File: config.mk
export PLATFORM = sky130hd
export DESIGN_NAME = divider_flat
export DESIGN_NICKNAME = d
export VERILOG_FILES = /design/src/rtl/divider_pkg.sv /design/src/rtl/divider_if.sv /design/src/rtl/divider_step.sv /design/src/rtl/divider.sv /design/src/flat_wrapper.sv
export SDC_FILE = /design/constraint.sdc
export NUM_CORES = 1
export LEC_CHECK = 0
export ABC_AREA = 1
export CAP_MARGIN = 20
export CORE_ASPECT_RATIO = 1.1
export CORE_UTILIZATION = 50
export CTS_BUF_LIST = sky130_fd_sc_hd__clkbuf_4
export CTS_CLUSTER_DIAMETER = 50
export CTS_CLUSTER_SIZE = 25
export DETAILED_ROUTE_END_ITERATION = 8
export PLACE_DENSITY_LB_ADDON = 0.1
export SYNTH_ARGS = -nofsm -noshare
export SYNTH_HDL_FRONTEND = slang
export SYNTH_SLANG_ARGS = --single-unit
File: constraint.sdc
create_clock -name clk -period 3.5 [get_ports clk]
set_input_delay 0.7 -clock clk [delete_from_list [all_inputs] [get_ports clk]]
set_output_delay 0.7 -clock clk [all_outputs]
set_load 0.03 [all_outputs]
File: src/rtl/divider_pkg.sv
// Shared arithmetic-block definitions: state encoding, default width, counter sizing.
// Pure declarations; no latency, no handshake.
package divider_pkg;

  typedef enum logic [1:0] {
    IDLE = 2'd0,
    EXEC = 2'd1,
    DONE = 2'd2
  } state_t;

  localparam int DIV_WIDTH = 64;

  // Counter must hold the value WIDTH itself, hence the extra bit.
  function automatic int cnt_width(input int width);
    return $clog2(width) + 1;
  endfunction

endpackage

File: src/rtl/divider_if.sv
// op_start/op_clear/op_done handshake and operand/result buses of the divider.
// master = controller side, slave = divider side; no flow control beyond op_done.
interface divider_if
  import divider_pkg::*;
#(
  parameter int WIDTH = DIV_WIDTH
) ();

  logic [WIDTH-1:0] dividend;
  logic [WIDTH-1:0] divisor;
  logic             op_start;
  logic             op_clear;
  logic             op_done;
  logic [WIDTH-1:0] quotient;
  logic [WIDTH-1:0] remainder;
  logic             div_by_zero;

  modport master (
    output dividend, divisor, op_start, op_clear,
    input  op_done, quotient, remainder, div_by_zero
  );

  modport slave (
    input  dividend, divisor, op_start, op_clear,
    output op_done, quotient, remainder, div_by_zero
  );

endinterface

File: src/rtl/divider_step.sv
// One combinational restoring-division step: trial-subtract D from {R, q_msb}.
// Zero latency, no handshake.
module divider_step
  import divider_pkg::*;
#(
  parameter int WIDTH = DIV_WIDTH
) (
  input  logic [WIDTH-1:0] i_r,
  input  logic             i_q_msb,
  input  logic [WIDTH-1:0] i_d,
  output logic [WIDTH-1:0] o_r_next,
  output logic             o_q_bit
);

  logic [WIDTH:0] w_trial;

  assign w_trial  = {i_r, i_q_msb} - {1'b0, i_d};
  assign o_q_bit  = ~w_trial[WIDTH];
  // Negative trial restores the shifted partial remainder.
  assign o_r_next = w_trial[WIDTH] ? {i_r[WIDTH-2:0], i_q_msb} : w_trial[WIDTH-1:0];

endmodule

File: src/rtl/divider.sv
// Sequential radix-2 restoring divider, one quotient bit per clock; op_done WIDTH edges after start.
// op_start ignored outside IDLE; result held in DONE until op_clear or reset.
module divider
  import divider_pkg::*;
#(
  parameter int WIDTH = DIV_WIDTH
) (
  input logic      clk,
  input logic      reset_n,
  divider_if.slave bus
);

  localparam int             CW   = cnt_width(WIDTH);
  localparam logic [CW-1:0]  LAST = CW'(WIDTH - 1);

  state_t           r_state;
  state_t           w_next;
  logic [WIDTH-1:0] r_rem;
  logic [WIDTH-1:0] r_quo;
  logic [WIDTH-1:0] r_div;
  logic [CW-1:0]    r_cnt;
  logic             r_done;
  logic [WIDTH-1:0] r_q_out;
  logic [WIDTH-1:0] r_r_out;
  logic             r_dbz;

  logic [WIDTH-1:0] w_r_next;
  logic             w_q_bit;
  logic [WIDTH-1:0] w_q_next;
  logic             w_load;
  logic             w_last;

  divider_step #(.WIDTH(WIDTH)) u_step (
    .i_r      (r_rem),
    .i_q_msb  (r_quo[WIDTH-1]),
    .i_d      (r_div),
    .o_r_next (w_r_next),
    .o_q_bit  (w_q_bit)
  );

  assign w_q_next = {r_quo[WIDTH-2:0], w_q_bit};

  always_ff @(posedge clk or negedge reset_n) begin
    if (!reset_n) r_state <= IDLE;
    else          r_state <= w_next;
  end

  always_comb begin
    w_next = r_state;
    w_load = 1'b0;
    w_last = 1'b0;
    if (bus.op_clear) begin
      w_next = IDLE;
    end else begin
      case (r_state)
        IDLE: if (bus.op_start) begin
          w_next = EXEC;
          w_load = 1'b1;
        end
        EXEC: if (r_cnt == LAST) begin
          w_next = DONE;
          w_last = 1'b1;
        end
        DONE:    w_next = DONE;
        default: w_next = IDLE;
      endcase
    end
  end

  always_ff @(posedge clk or negedge reset_n) begin
    if (!reset_n) begin
      r_rem   <= '0;
      r_quo   <= '0;
      r_div   <= '0;
      r_cnt   <= '0;
      r_done  <= 1'b0;
      r_q_out <= '0;
      r_r_out <= '0;
      r_dbz   <= 1'b0;
    end else if (bus.op_clear) begin
      r_rem   <= '0;
      r_quo   <= '0;
      r_div   <= '0;
      r_cnt   <= '0;
      r_done  <= 1'b0;
      r_q_out <= '0;
      r_r_out <= '0;
      r_dbz   <= 1'b0;
    end else if (w_load) begin
      r_rem <= '0;
      r_quo <= bus.dividend;
      r_div <= bus.divisor;
      r_cnt <= '0;
    end else if (r_state == EXEC) begin
      r_rem <= w_r_next;
      r_quo <= w_q_next;
      r_cnt <= r_cnt + CW'(1);
      // Results become visible only with the final step, never partially.
      if (w_last) begin
        r_done  <= 1'b1;
        r_q_out <= w_q_next;
        r_r_out <= w_r_next;
        r_dbz   <= (r_div == '0);
      end
    end
  end

  assign bus.op_done     = r_done;
  assign bus.quotient    = r_q_out;
  assign bus.remainder   = r_r_out;
  assign bus.div_by_zero = r_dbz;

endmodule

File: src/flat_wrapper.sv
// flat-port wrapper written by rule: the top's interface ports become plain ports
module divider_flat import divider_pkg::*;
#(
  parameter int WIDTH = DIV_WIDTH
)
  (clk, reset_n, bus_dividend, bus_divisor, bus_op_start, bus_op_clear, bus_op_done, bus_quotient, bus_remainder, bus_div_by_zero);
  divider_if #(.WIDTH(WIDTH)) bus_i ();
  input logic clk;
  input logic reset_n;
  input wire logic [$bits(bus_i.dividend)-1:0] bus_dividend;
  input wire logic [$bits(bus_i.divisor)-1:0] bus_divisor;
  input wire logic [$bits(bus_i.op_start)-1:0] bus_op_start;
  input wire logic [$bits(bus_i.op_clear)-1:0] bus_op_clear;
  output wire logic [$bits(bus_i.op_done)-1:0] bus_op_done;
  output wire logic [$bits(bus_i.quotient)-1:0] bus_quotient;
  output wire logic [$bits(bus_i.remainder)-1:0] bus_remainder;
  output wire logic [$bits(bus_i.div_by_zero)-1:0] bus_div_by_zero;
  assign bus_i.dividend = bus_dividend;
  assign bus_i.divisor = bus_divisor;
  assign bus_i.op_start = bus_op_start;
  assign bus_i.op_clear = bus_op_clear;
  assign bus_op_done = bus_i.op_done;
  assign bus_quotient = bus_i.quotient;
  assign bus_remainder = bus_i.remainder;
  assign bus_div_by_zero = bus_i.div_by_zero;
  divider #(.WIDTH(WIDTH)) u_core (.clk(clk), .reset_n(reset_n), .bus(bus_i));
endmodule
* After elaboration in Yosys (flattened, before gate mapping) *
Index checks and enable logic that the tools add are counted.
Widths: inputs -> output; s select.

operators by class
  reduce and logical (&&, ||, !) cells = 8
  add/subtract/negate cells = 2
  mux-type cells = 38
  equality and inequality tests = 6
  bitwise logic cells = 1

operators with widths
  cell                 number
  $mux 64              17
  $sub 65x64->65       1
  $logic_not 64->1     1
  $mux 7               3
  $mux 1               14
  $add 7x1->7 const B  1
  $eq 7x6->1 const B   1
  $mux 2               3
  $pmux 2 s3           1
  $reduce_bool 2->1    3
  $ne 3x2->1 const B   1
  $ne 3x3->1 const B   1
  $reduce_and 3->1     1
  $reduce_bool 3->1    1
  $eq 2x1->1 const B   1
  $eq 2x2->1 const B   1
  $logic_not 2->1      1
  $ne 2x2->1 const B   1
  $reduce_and 2->1     1
  $not 1->1            1

storage, ports and cells
  bits of input ports = 132
  register bits = 331

* Depth between registers and ports, before layout *
  depth after elaboration = 8
  gate-level depth with buffers = 20

* Hierarchy *
Synthesis repeated with hierarchy kept, for this count alone.

second synthesis, totals
  cells, all modules = 3,104
  area total of the unflattened synthesis = 20,962.6 um2

modules (own cells, without submodules)
  module        times used  seq. area each (um2)  cells an instance  area an instance (um2)
  divider       1           8,282.9               1,500              13,738.2
  divider_step  1           0.0                   1,604              7,224.4

* Least setup slack after synthesis *
OpenSTA, ideal clock, no wires.

  kind = reg2reg
  start = register u_core.r_quo[63]
  end = register u_core.r_rem[52]
  clock period less this slack = 2.436 ns
  data arrival time = 2.310 ns
  buffers on the path = 2
  cell stages (with the launch flop) = 20
  path slack = 1.064 ns
  library setup time = 0.126 ns
  cells stage by stage = dfrtp_1 > inv_1 > ha_1 > fa_1 > inv_1 > nand2_1 > nand2_1 > nand3_1 > nand2_2 > nand2_1 > nand2_2 > nand2_2 > nand2_2 > nand2_4 > nand3_2 > buf_4 > buf_6 > nand3_2 > nand3_1 > o21ai_1

between the ends
  longest elaborated chain between the ends = 5

RTL lines
  what                      line                text
  start: declaration        divider.sv:19       logic [WIDTH-1:0] r_quo;
  start signal: assignment  divider.sv:91       r_quo <= bus.dividend;
  start signal: assignment  divider.sv:96       r_quo <= w_q_next;
  $sub 65x64->65            divider_step.sv:17  assign w_trial = {i_r, i_q_msb} - {1'b0, i_d};
  $mux 64                   divider_step.sv:20  assign o_r_next = w_trial[WIDTH] ? {i_r[WIDTH-2:0], i_q_msb} : w_trial[WIDTH-1:0];
  $mux 64                   divider.sv:94       end else if (r_state == EXEC) begin
  $mux 64                   divider.sv:89       end else if (w_load) begin
  $mux 64                   divider.sv:80       end else if (bus.op_clear) begin
  end signal: assignment    divider.sv:95       r_rem <= w_r_next;
  end: declaration          divider.sv:18       logic [WIDTH-1:0] r_rem;

Every way passes these cells. The select of a mux whose other input is x is not followed.
A chain may end at the register's enable or synchronous reset.

* Worst setup path in the final report *
  start = register u_core.r_div[33]
  end = register u_core.r_r_out[43], in the netlist u_core.bus.remainder[43]

between the ends
  longest elaborated chain between the ends = 6

RTL lines
  what                      line                text
  start: declaration        divider.sv:20       logic [WIDTH-1:0] r_div;
  start signal: assignment  divider.sv:92       r_div <= bus.divisor;
  $sub 65x64->65            divider_step.sv:17
  $mux 64                   divider_step.sv:20
  $mux 64                   divider.sv:99       if (w_last) begin
  $mux 64                   divider.sv:94
  $mux 64                   divider.sv:89
  $mux 64                   divider.sv:80
  end signal: assignment    divider.sv:102      r_r_out <= w_r_next;
  end: declaration          divider.sv:24       logic [WIDTH-1:0] r_r_out;

Every way passes these cells. The select of a mux whose other input is x is not followed.

==> impl_metrics.py <==
metrics = {
    "outcome": {
        "status": "completed",
    },
    "global_routing": {
        "grtUsageTotal_pct": 33.39,
        "grt_max_degree": 71,
        "grt_pass1_wl_mm": 107.8,
        "antenna_found_initial": 6,
        "grt_pass1_vias": 19750,
        "gr-total-overflow": 0,
    },
    "yosys": {
        "synth.top_cell.area_share_pct": 40.66,
        "yosysTopAreaCell": "dfrtp_1",
        "synth_most_common_cell": "nand2_1",
        "ys_seq_area_share_pct": 40.66,
        "async_flop_share_pct": 100.0,
        "synth_commonest_cells": "nand2_1, inv_1, dfrtp_1, o21ai_0, nand3_1",
        "synth-warning-count": 0,
        "syn_inst": 3022,
        "yosys_register_bits": 331,
        "synthFlopType": "dfrtp_1",
        "synth_area_leaders": "dfrtp_1, nand2_1, inv_1",
        "ys_types": 38,
        "syn_nets": 3223,
        "synth_edf_count": 0,
        "synth_area_mm2": 0.02037,
        "syn_avg_cell_area_um2": 6.741,
    },
    "floorplanning": {
        "num_rows": 77,
        "fp.dieW_um": 194.5,
        "die-area_mm2": 0.04155,
        "start_util_pct": 50.71,
        "coreArea_mm2": 0.04017,
        "die_h_um": 213.7,
        "io_pins": 262,
    },
    "detailed_routing": {
        "post_drt_wl_per_cell_um": 18.10,
        "drt-total-wl_mm": 68.52,
        "drcViolationCount": 0,
        "dr.pass1.iters": 7,
        "avgViaCountPerCell": 5.315,
        "vias": 20120,
        "drtIter0Drc": 1339,
        "ant_nets": 0,
    },
    "critical_path": {
        "rr_worst_depth": 13,
        "r2r-start": "u_core.r_div[33]",
        "path_max_fanout": 5,
        "criticalPathCategory": "flop to flop",
        "startpoint": "u_core.r_div[33]",
        "crit_arrival_ps": 3900,
        "start_kind": "flop",
        "worst_setup_path_end_kind": "flop",
        "cp.required_ps": 4220,
    },
    "sta": {
        "fin_skew_ps": 77.63,
        "min_period_ps": 3175,
        "final_max_slew_viol_count": 0,
        "setup-violations-final": 0,
        "fin_setup_tns_ps": 0,
        "fin_crit_sh_pct": 90.73,
        "worst_slew_margin_rel_pct": 42.83,
        "rsz0062_at_grt": "false",
        "fmax_mhz": 314.9,
        "hold_violations": 0,
        "tightest_slew_ps": 849.7,
    },
    "layout": {
        "syn_to_final_growth_pct": 18.38,
        "nNetsFinal": 3445,
        "multi_input_area_mm2": 0.009837,
        "num-fill-cells": 3846,
        "drive_above_1_share_pct": 4.220,
        "final_cell_area_mm2": 0.02412,
        "seq_area_mm2": 0.008283,
    },
    "clock_tree": {
        "numCtsBuffers": 35,
        "h-tree-depth": 2,
        "clkTransAtPathRegs_ps": 160,
        "clockBufferDepth": 3,
        "cts_tree": "yes",
        "insertion_delay_ps": 810,
        "post_cts.repair.setup_buffers": 0,
        "clk_root_buffer_cell": "clkbuf_4",
        "clock_sinks": 331,
    },
    "placed_design": {
        "place_area_mm2": 0.02355,
        "portBuffers": 261,
        "gp_congestion": 1.012,
        "dp_hpwl_mm": 52.41,
    },
    "min_path": {
        "hp-class": "input port to async pin",
    },
    "job": {
        "maxCapViolCount": 0,
    },
}
-- critical path, cell delays in order (launching register included) --
cell and delay (ps):
dfrtp_1 480, inv_1 160, ha_1 430, nand2_1 150
nor2_1 390, nand2_1 250, nor2_1 440, nand3_1 230
nand3_1 130, nand2_1 60, nand2_1 130, nand2_1 110
nand4_1 100, nand2_1 70
-- layer usage --
| metal | part of all wire [%] | track usage [%] | vias up | wire length (um) |
|---|---|---|---|---|
| met4 | 3.9 | 13.66 | 6 | 2706 |
| li1 | - | - | 9864 | - |
| met2 | 47 | 57.06 | 734 | 32190 |
| met5 | 0.073 | 0 | - | 50 |
| met3 | 6.9 | 6.040 | 122 | 4719 |
| met1 | 42 | 41.89 | 9390 | 28860 |
-- registers in the layout, summed over array words and instances (netlist names) --
name and flops:
u_core.bus.quotient 64, u_core.bus.remainder 64, u_core.r_div 64, u_core.r_quo 64
u_core.r_rem 64, u_core.r_cnt 7, u_core.r_state 2, u_core.bus.div_by_zero 1
u_core.bus.op_done 1
-- repair_timing --
| item | 4_1_cts | 5_1_grt |
|---|---|---|
| hold buffers | 1 | 0 |
| gates resized for setup | 0 | 0 |
| endpoints found under the hold margin | 58 | 0 |
-- worst paths after layout --
path,to,slack (ps)
setup / recovery,u_core.bus.remainder[43],320
hold / removal,u_core.r_div[22],430
setup reg to reg,u_core.bus.remainder[43],320
hold reg to reg,u_core.bus.quotient[59],490
max in group asynchronous,u_core.bus.remainder[61],2220
min in group clk,u_core.r_div[63],440
-- area by class of cell --
class	instances	share of cell area [%]
multi-input combinational	2108	40.79
timing repair buffer	294	12.51
inverter	474	7.388
tap	513	2.662
clock inverter	23	1.032
sequential	331	34.35
antenna	2	0.02075
clock buffer	40	1.245
-- layout by cell type (no fill, tap or decap), drive strengths merged, types with 33 or more instances in the layout --
cell type      instances
buf                   33
inv                  479
a21oi                 71
clkdlybuf4s50        260
dfrtp                331
nand2               1247
nand3                199
clkbuf                40
ha                    68
nand4                 80
nor2                 118
o21ai                238
-- cell families after synthesis --
kind of cell	after synthesis	share of synthesized area (%)
fa+ha+maj	69	4.275
xor+xnor	23	0.9889
buf+inv	583	11.16
compound gates	328	8.360
simple gates	1688	34.56
flops	331	40.66
-- stage by stage --
step | std cells | hold slack (ps) | setup slack, ps | util (%)
6_report | 3785 | 434.1 | 324.5 | 60.03
5_1_grt | 3785 | 403.4 | 162.8 | 60.03
4_1_cts | 3783 | 366.4 | 438.5 | 60.01
3_5_place_dp | 3719 | 457.2 | 441.6 | 58.62
3_3_place_gp | 3719 | 454.4 | 396.5 | 58.62
2_1_floorplan | 3022 | 404.4 | 1064 | -
Power is left out: the tool's default activity adds up to more than one toggle a clock period on the data nets, which glitch-free logic cannot reach.
